$ cat config.mk
export PLATFORM = sky130hd
export DESIGN_NAME = vga_display_ctrl
export DESIGN_NICKNAME = d
export VERILOG_FILES = /design/src/rtl/vga_timing_pkg.sv /design/src/rtl/vga_timing_gen.sv /design/src/rtl/vga_display_ctrl.sv
export SDC_FILE = /design/constraint.sdc
export NUM_CORES = 1
export LEC_CHECK = 0
export ABC_CLOCK_PERIOD_IN_PS = 3600
export CORE_MARGIN = 1
export CORE_UTILIZATION = 45
export CTS_BUF_LIST = sky130_fd_sc_hd__clkbuf_8
export CTS_CLUSTER_DIAMETER = 80
export DETAILED_ROUTE_END_ITERATION = 16
export GPL_TIMING_DRIVEN = 0
export PLACE_DENSITY = 0.68
export REMOVE_ABC_BUFFERS = 1
export SYNTH_ARGS = -nofsm -noshare
export SYNTH_HDL_FRONTEND = slang
export SYNTH_SLANG_ARGS = --single-unit
$ cat constraint.sdc
create_clock -name clk -period 3.6 [get_ports clk]
set_input_delay 0.72 -clock clk [delete_from_list [all_inputs] [get_ports clk]]
set_output_delay 0.72 -clock clk [all_outputs]
set_load 0.01 [all_outputs]
$ cat src/rtl/vga_timing_pkg.sv
// Shared 640x480@60 timing constants, pipeline control bundle and the
// framebuffer cell-address helper for the VGA display path.
package vga_timing_pkg;

  localparam logic [9:0] H_VISIBLE = 10'd640;
  localparam logic [9:0] H_FRONT   = 10'd16;
  localparam logic [9:0] H_SYNC    = 10'd96;
  localparam logic [9:0] H_BACK    = 10'd48;
  localparam logic [9:0] H_TOTAL   = H_VISIBLE + H_FRONT + H_SYNC + H_BACK;
  localparam logic [9:0] HS_START  = H_VISIBLE + H_FRONT;
  localparam logic [9:0] HS_END    = HS_START + H_SYNC;

  localparam logic [9:0] V_VISIBLE = 10'd480;
  localparam logic [9:0] V_FRONT   = 10'd10;
  localparam logic [9:0] V_SYNC    = 10'd2;
  localparam logic [9:0] V_BACK    = 10'd33;
  localparam logic [9:0] V_TOTAL   = V_VISIBLE + V_FRONT + V_SYNC + V_BACK;
  localparam logic [9:0] VS_START  = V_VISIBLE + V_FRONT;
  localparam logic [9:0] VS_END    = VS_START + V_SYNC;

  localparam int unsigned CELL_SHIFT   = 3;
  localparam logic [12:0] COLS         = 13'(H_VISIBLE >> CELL_SHIFT);
  localparam logic [12:0] FB_BYTES     = 13'd4800;
  localparam int unsigned PIPE_LATENCY = 3;

  localparam int unsigned RED_HI = 7;
  localparam int unsigned RED_LO = 5;
  localparam int unsigned GRN_HI = 4;
  localparam int unsigned GRN_LO = 2;
  localparam int unsigned BLU_HI = 1;
  localparam int unsigned BLU_LO = 0;

  typedef struct packed {
    logic active;
    logic hs_n;
    logic vs_n;
    logic fs;
  } vga_ctl_t;

  localparam vga_ctl_t CTL_IDLE = '{active: 1'b0, hs_n: 1'b1, vs_n: 1'b1, fs: 1'b0};

  // row*80 is built as row*64 + row*16 so no multiplier is needed.
  function automatic logic [12:0] cell_addr(input logic [9:0] h, input logic [9:0] v);
    logic [12:0] row;
    logic [12:0] col;
    row = 13'(v >> CELL_SHIFT);
    col = 13'(h >> CELL_SHIFT);
    return (row << 6) + (row << 4) + col;
  endfunction

endpackage

$ cat src/rtl/vga_timing_gen.sv
// Pixel/line counters and the stage-0 decode of active video, syncs and
// frame start. The vertical geometry is a parameter so short frames can be built.
module vga_timing_gen
  import vga_timing_pkg::*;
#(
  parameter logic [9:0] V_VIS = V_VISIBLE,
  parameter logic [9:0] V_FRT = V_FRONT,
  parameter logic [9:0] V_SYN = V_SYNC,
  parameter logic [9:0] V_BCK = V_BACK
) (
  input  logic       clk,
  input  logic       reset,
  output logic [9:0] hcount_o,
  output logic [9:0] vcount_o,
  output vga_ctl_t   ctl_o
);

  localparam logic [9:0] V_TOT = V_VIS + V_FRT + V_SYN + V_BCK;
  localparam logic [9:0] VS_ST = V_VIS + V_FRT;
  localparam logic [9:0] VS_EN = VS_ST + V_SYN;

  logic [9:0] hcount_q;
  logic [9:0] hcount_d;
  logic [9:0] vcount_q;
  logic [9:0] vcount_d;

  always_comb begin
    hcount_d = hcount_q + 10'd1;
    vcount_d = vcount_q;
    if (hcount_q == H_TOTAL - 10'd1) begin
      hcount_d = 10'd0;
      if (vcount_q == V_TOT - 10'd1) begin
        vcount_d = 10'd0;
      end else begin
        vcount_d = vcount_q + 10'd1;
      end
    end else begin
      vcount_d = vcount_q;
    end
  end

  always_ff @(posedge clk or posedge reset) begin
    if (reset) begin
      hcount_q <= 10'd0;
      vcount_q <= 10'd0;
    end else begin
      hcount_q <= hcount_d;
      vcount_q <= vcount_d;
    end
  end

  assign hcount_o     = hcount_q;
  assign vcount_o     = vcount_q;
  assign ctl_o.active = (hcount_q < H_VISIBLE) && (vcount_q < V_VIS);
  assign ctl_o.hs_n   = !((hcount_q >= HS_START) && (hcount_q < HS_END));
  assign ctl_o.vs_n   = !((vcount_q >= VS_ST) && (vcount_q < VS_EN));
  assign ctl_o.fs     = (hcount_q == 10'd0) && (vcount_q == 10'd0);

endmodule

$ cat src/rtl/vga_display_ctrl.sv
// VGA display controller: issues VRAM read addresses for each 8x8 cell and
// realigns the returned colour with sync over a fixed three-clock pipeline.
module vga_display_ctrl
  import vga_timing_pkg::*;
#(
  parameter logic [9:0] V_VIS = V_VISIBLE,
  parameter logic [9:0] V_FRT = V_FRONT,
  parameter logic [9:0] V_SYN = V_SYNC,
  parameter logic [9:0] V_BCK = V_BACK
) (
  input  logic        clk,
  input  logic        reset,
  output logic [12:0] displayAddr,
  input  logic [7:0]  displayRdData,
  output logic [2:0]  vgaRed,
  output logic [2:0]  vgaGreen,
  output logic [1:0]  vgaBlue,
  output logic        hsync,
  output logic        vsync,
  output logic        frameStart
);

  logic [9:0]  hcount;
  logic [9:0]  vcount;
  vga_ctl_t    ctl0;
  vga_ctl_t    ctl1_q;
  vga_ctl_t    ctl2_q;
  logic [12:0] addr_d;
  logic [12:0] addr_q;
  logic [2:0]  red_d;
  logic [2:0]  red_q;
  logic [2:0]  green_d;
  logic [2:0]  green_q;
  logic [1:0]  blue_d;
  logic [1:0]  blue_q;
  logic        hsync_q;
  logic        vsync_q;
  logic        fs_q;

  vga_timing_gen #(
    .V_VIS (V_VIS),
    .V_FRT (V_FRT),
    .V_SYN (V_SYN),
    .V_BCK (V_BCK)
  ) u_timing (
    .clk      (clk),
    .reset    (reset),
    .hcount_o (hcount),
    .vcount_o (vcount),
    .ctl_o    (ctl0)
  );

  always_comb begin
    addr_d = 13'd0;
    if (ctl0.active) begin
      addr_d = cell_addr(hcount, vcount);
    end else begin
      addr_d = 13'd0;
    end
  end

  // ctl2_q lines up with the VRAM data, so it alone gates the colour.
  always_comb begin
    red_d   = 3'd0;
    green_d = 3'd0;
    blue_d  = 2'd0;
    if (ctl2_q.active) begin
      red_d   = displayRdData[RED_HI:RED_LO];
      green_d = displayRdData[GRN_HI:GRN_LO];
      blue_d  = displayRdData[BLU_HI:BLU_LO];
    end else begin
      red_d   = 3'd0;
      green_d = 3'd0;
      blue_d  = 2'd0;
    end
  end

  always_ff @(posedge clk or posedge reset) begin
    if (reset) begin
      addr_q  <= 13'd0;
      ctl1_q  <= CTL_IDLE;
      ctl2_q  <= CTL_IDLE;
      red_q   <= 3'd0;
      green_q <= 3'd0;
      blue_q  <= 2'd0;
      hsync_q <= 1'b1;
      vsync_q <= 1'b1;
      fs_q    <= 1'b0;
    end else begin
      addr_q  <= addr_d;
      ctl1_q  <= ctl0;
      ctl2_q  <= ctl1_q;
      red_q   <= red_d;
      green_q <= green_d;
      blue_q  <= blue_d;
      hsync_q <= ctl2_q.hs_n;
      vsync_q <= ctl2_q.vs_n;
      fs_q    <= ctl2_q.fs;
    end
  end

  assign displayAddr = addr_q;
  assign vgaRed      = red_q;
  assign vgaGreen    = green_q;
  assign vgaBlue     = blue_q;
  assign hsync       = hsync_q;
  assign vsync       = vsync_q;
  assign frameStart  = fs_q;

endmodule

[Word level (Yosys, flattened, before mapping)]
Cells that the tools add are included.
Word-level totals
  input port bits: 10
  flip-flop bits (word level): 52
  word-level logic and storage cells: 43
  output and inout bits: 24
Operators by class
  magnitude comparators: 6
  reductions and logical operators: 8
  muxes and demuxes: 6
  eq/ne operators: 2
  $add $sub $neg: 4
Operators with widths (number)
  adder 10 x 1 -> 10 bit (second input constant): 2
  == test 10 bit (second input constant): 2
  logical NOT 10 bit: 2
  < comparator 10 bit (second input constant): 2
  < comparator 10 x 9 -> 1 bit (second input constant): 2
  2-to-1 mux 10 bit: 2
  adder 13 x 11 -> 13 bit: 1
  adder 13 x 7 -> 13 bit: 1
  2-to-1 mux 13 bit: 1
  >= comparator 10 bit (second input constant): 1
  >= comparator 10 x 9 -> 1 bit (second input constant): 1
  2-to-1 mux 3 bit: 2
  logical AND 1 bit: 4
  logical NOT 1 bit: 2
  2-to-1 mux 2 bit: 1

[Depth between registers and ports, before layout]
  depth in word-level cells: 3
  mapped depth: 8
  mapped depth without buffers: 8

[Modules after synthesis]
From an unflattened synthesis, not the netlist that was laid out.
Unflattened totals
  cells, all modules: 218
  area, all modules: 2496.1 sq um
Modules (own cells, without submodules)
  vga_display_ctrl: instances 1, cells an instance 101, seq. area each 808.3 sq um, area an instance 1352.5 sq um
  vga_timing_gen: instances 1, cells an instance 117, seq. area each 500.5 sq um, area an instance 1143.6 sq um

[Worst setup path after synthesis]
Ideal clock, no wire load.
  path type: register -> register
  start point: register u_timing.vcount_q[3] (netlist: u_timing.vcount_o[3])
  end point: register addr_q[11] (netlist: displayAddr[11])
  data arrival time: 2.252 ns
  path slack: 1.268 ns
  cell stages (with the launch flop): 9
  period minus slack after synthesis: 2.332 ns
  required time: 3.521 ns
  cells stage by stage: dfrtp_1 -> inv_1 -> fa_1 -> inv_1 -> fa_1 -> a211oi_1 -> o21bai_1 -> a21oi_1 -> mux2i_1
On the way
  word-level cells in the longest chain between the ends: 3
  elaborated cells on any way between the ends: 5
Ends and longest elaborated chain
  from (decl): line vga_timing_gen.sv:24  | logic [9:0] vcount_q;
  from (signal assigned): line vga_timing_gen.sv:48  | vcount_q <= vcount_d;
  adder 13 x 11 -> 13 bit or < comparator 10 x 9 -> 1 bit (tied branches): line vga_timing_pkg.sv:48, vga_timing_gen.sv:54
  adder 13 x 7 -> 13 bit or logical AND 1 bit (tied branches): line vga_timing_pkg.sv:48, vga_timing_gen.sv:54
  2-to-1 mux 13 bit (*): line vga_display_ctrl.sv:55  | if (ctl0.active) begin
  net addr_d[11]: line vga_display_ctrl.sv:28  | logic [12:0] addr_d;
  to (signal assigned): line vga_display_ctrl.sv:90  | addr_q <= addr_d;
  to (decl): line vga_display_ctrl.sv:29  | logic [12:0] addr_q;
The timed path passes the listed nets; every way through them passes the cells marked *.
A chain may end at the register's enable or synchronous reset.

[Worst setup path after layout]
Ends and elaborated chain as after synthesis.

==> flow_metrics.tcl <==
set metrics [dict create \
    drv_slew 0 \
    cts_buffers 5 \
    clkSinkCount 52 \
    max_cap_violations 0 \
    run_status "complete, no violations" \
    place_ws_ps 1040 \
    firstDrtPassIters 4 \
    setup_viol_count_final 0 \
    p_per_area_nw_per_um2 354 \
    post_cts_buffers 0 \
    start_util_pct 47.1 \
    seq_area_frac_synth_pct 53.8 \
    ys_async_sr_fraction_pct 100 \
    grt_pass1_vias 1475 \
    cts_max_level 2 \
    period_minus_slack_ps 2610 \
    cp_max_fo 7 \
    fill_cells 425 \
    synth-seq-cells 52 \
    cts_resized 0 \
    syn_inst 210 \
    diodes 0 \
    synthDistinctLibCells 45 \
    die_w_um 75.6 \
    drt_iter0_drc 81 \
    gp_congestion 0.792 \
    syn_area_sq_um 2430 \
    cts.clk_slew.worst_paths_ps 100 \
    worstSetupPathType "reg -> reg" \
    grt_max_degree 42 \
    grt_pass1_wl_um 6780 \
    gr-total-overflow 0 \
    routed_wl_um 4170 \
    dp_hpwl_um 2970 \
    antenna_left 0 \
    grt_antenna_before_repair 0 \
    cts_buffer_depth 2 \
    cp.required_ps 3830 \
    rsz0062_at_grt "false" \
    clk_latency_ps 310 \
    post_drt_via_cell_ratio 5.12 \
    die_area_sq_um 5710 \
    skew_ps 8.84 \
    fp.coreArea_sq_um 5170 \
    cp-end-kind "flip-flop" \
    arrival_ps 2840 \
    fin_cells 318 \
    cts_root_buffer "clkbuf_8" \
    drc_errors 0 \
    tritoncts "yes" \
    fmaxAchievable_ghz 0.384 \
    ys.flop_type "dfrtp_1" \
    tightest_slew_ps 393 \
    p_leak_uw 0.00141 \
    die-height_um 75.6 \
    ioPinCount 34 \
    reg2reg_slack_ps 990 \
    finalWorstSetupSlack_ps 994 \
    core.rowCount 26 \
    place_area_sq_um 2840 \
    vias 1627 \
    fin_area_sq_um 2960 \
    portBuffers 33 \
    min_period_over_period_pct 72.4 \
    syn_avg_cell_area_sq_um 11.6 \
    hp-class "reg -> reg" \
    start_kind "flip-flop" \
    ir_worst_vdd_uv 189 \
    max-slew-margin-rel_pct 73.5 \
    hold_buffers 0 \
    final_layout_size_suffix_gt1_share_pct 10.5 \
    synth_edf_count 0 \
    layout.nets 276 \
    wl_per_cell_um 13.1 \
    syn2layout_area_growth_pct 21.7 \
    synth_warnings 0 \
    hold_viol 0 \
    tns_ps 0 \
    dp.cells 310 \
    globalRouteTotalUtil_pct 16.1 \
]
==> final timing paths <==
kind / startpoint / endpoint / cells after the start
worst max-delay path: u_timing.vcount_o[3]$_DFFE_PP0N_ / displayAddr[11]$_DFF_PP0_ / 8
min in group asynchronous: reset / displayAddr[0]$_DFF_PP0_ / 2
worst min-delay path: ctl1_q[1]$_DFF_PP1_ / ctl2_q[1]$_DFF_PP1_ / 0
max in group asynchronous: reset / ctl1_q[1]$_DFF_PP1_ / 3
worst max register to register: u_timing.vcount_o[3]$_DFFE_PP0N_ / displayAddr[11]$_DFF_PP0_ / 8
worst min register to register: ctl1_q[1]$_DFF_PP1_ / ctl2_q[1]$_DFF_PP1_ / 0
==> cells in the mapped netlist (3+ instances only) <==
| library cell | instances | area, sq um |
|---|---|---|
| dfstp_2 | 6 | 158 |
| nor3_1 | 4 | 20.0 |
| and3_1 | 7 | 43.8 |
| and2_1 | 14 | 87.6 |
| ha_1 | 17 | 213 |
| nor2_1 | 14 | 52.6 |
| dfrtp_1 | 46 | 1150 |
| nand3_1 | 6 | 30.0 |
| nand2_1 | 8 | 30.0 |
| xnor2_1 | 8 | 70.1 |
| a21o_1 | 3 | 22.5 |
| or4_1 | 3 | 22.5 |
| xor2_1 | 3 | 26.3 |
| inv_1 | 12 | 45.0 |
| o21a_1 | 3 | 22.5 |
| a211oi_1 | 4 | 30.0 |
| o21ai_0 | 11 | 55.1 |
| nand4_1 | 6 | 37.5 |
==> placed cells by master, fill, tap and decap left out, drive strengths merged, types with 4 or more instances in the layout <==
master          n
a211oi          4
and2           16
and3            8
clkbuf          6
clkdlybuf4s50  33
dfrtp          46
dfstp           6
ha             17
inv            13
nand2           8
nand3           7
nand4           6
nor2           15
nor3            4
o21ai          11
xnor2           8
==> registers in the layout, indices dropped and copies added (netlist names) <==
| name | cells |
|---|---|
| displayAddr | 13 |
| u_timing.hcount_o | 10 |
| u_timing.vcount_o | 10 |
| ctl1_q | 4 |
| ctl2_q | 4 |
| vgaGreen | 3 |
| vgaRed | 3 |
| vgaBlue | 2 |
| frameStart | 1 |
| hsync | 1 |
| vsync | 1 |
==> cell families after synthesis <==
| family | count (synthesis) | share of synthesized area [%] |
|---|---|---|
| and+or+nand+nor | 79 | 19.7 |
| DFF | 52 | 53.8 |
| muxes | 2 | 0.874 |
| AOI/OAI and AO/OA | 30 | 8.07 |
| xor gates and xnor gates | 11 | 3.96 |
| adders and majority gates | 19 | 10.4 |
| buffers and inverters | 17 | 3.29 |
==> final cells by class <==
cell class / count / area (sq um) / area share, %
timing repair buffer: 34 / 350 / 11.8
clock buffer: 6 / 82.6 / 2.79
sequential: 52 / 1310 / 44.2
tap: 70 / 87.6 / 2.96
inverter: 13 / 48.8 / 1.65
multi-input combinational: 141 / 1050 / 35.3
clock inverter: 2 / 38.8 / 1.31
==> stage by stage <==
stage | util [%] | hold slack [ps] | power [uW]
floorplan | - | 331 | 615
global placement | 54.5 | 333 | 637
detailed placement | 54.9 | 339 | 640
CTS | 57.3 | 360 | 1060
global route | 57.3 | 364 | 1090
finish | 57.3 | 355 | 1050
==> power by group <==
part	switching, uW	total, uW	internal, uW
Sequential	0.971	589	588
Clock	194	421	227
Combinational	17.2	37.8	20.6
Total	212	1050	836
==> worst max-delay path, cell delays in order, from the launching register on <==
cell and delay [ps]:
dfrtp_1 470, inv_1 140, fa_1 520, inv_1 60, fa_1 470, a211oi_1 330
o21bai_1 130, a21oi_1 200, mux2i_1 200
==> metal layers <==
| metal | share of wire [%] | GRT usage, % |
|---|---|---|
| met1 | 48 | 21.3 |
| met2 | 46 | 25.3 |
| met3 | 4.4 | 4.50 |
| met4 | 1.5 | 5.76 |
| met5 | 0 | 0 |
Note: power is estimated with default switching activity, not from simulation.
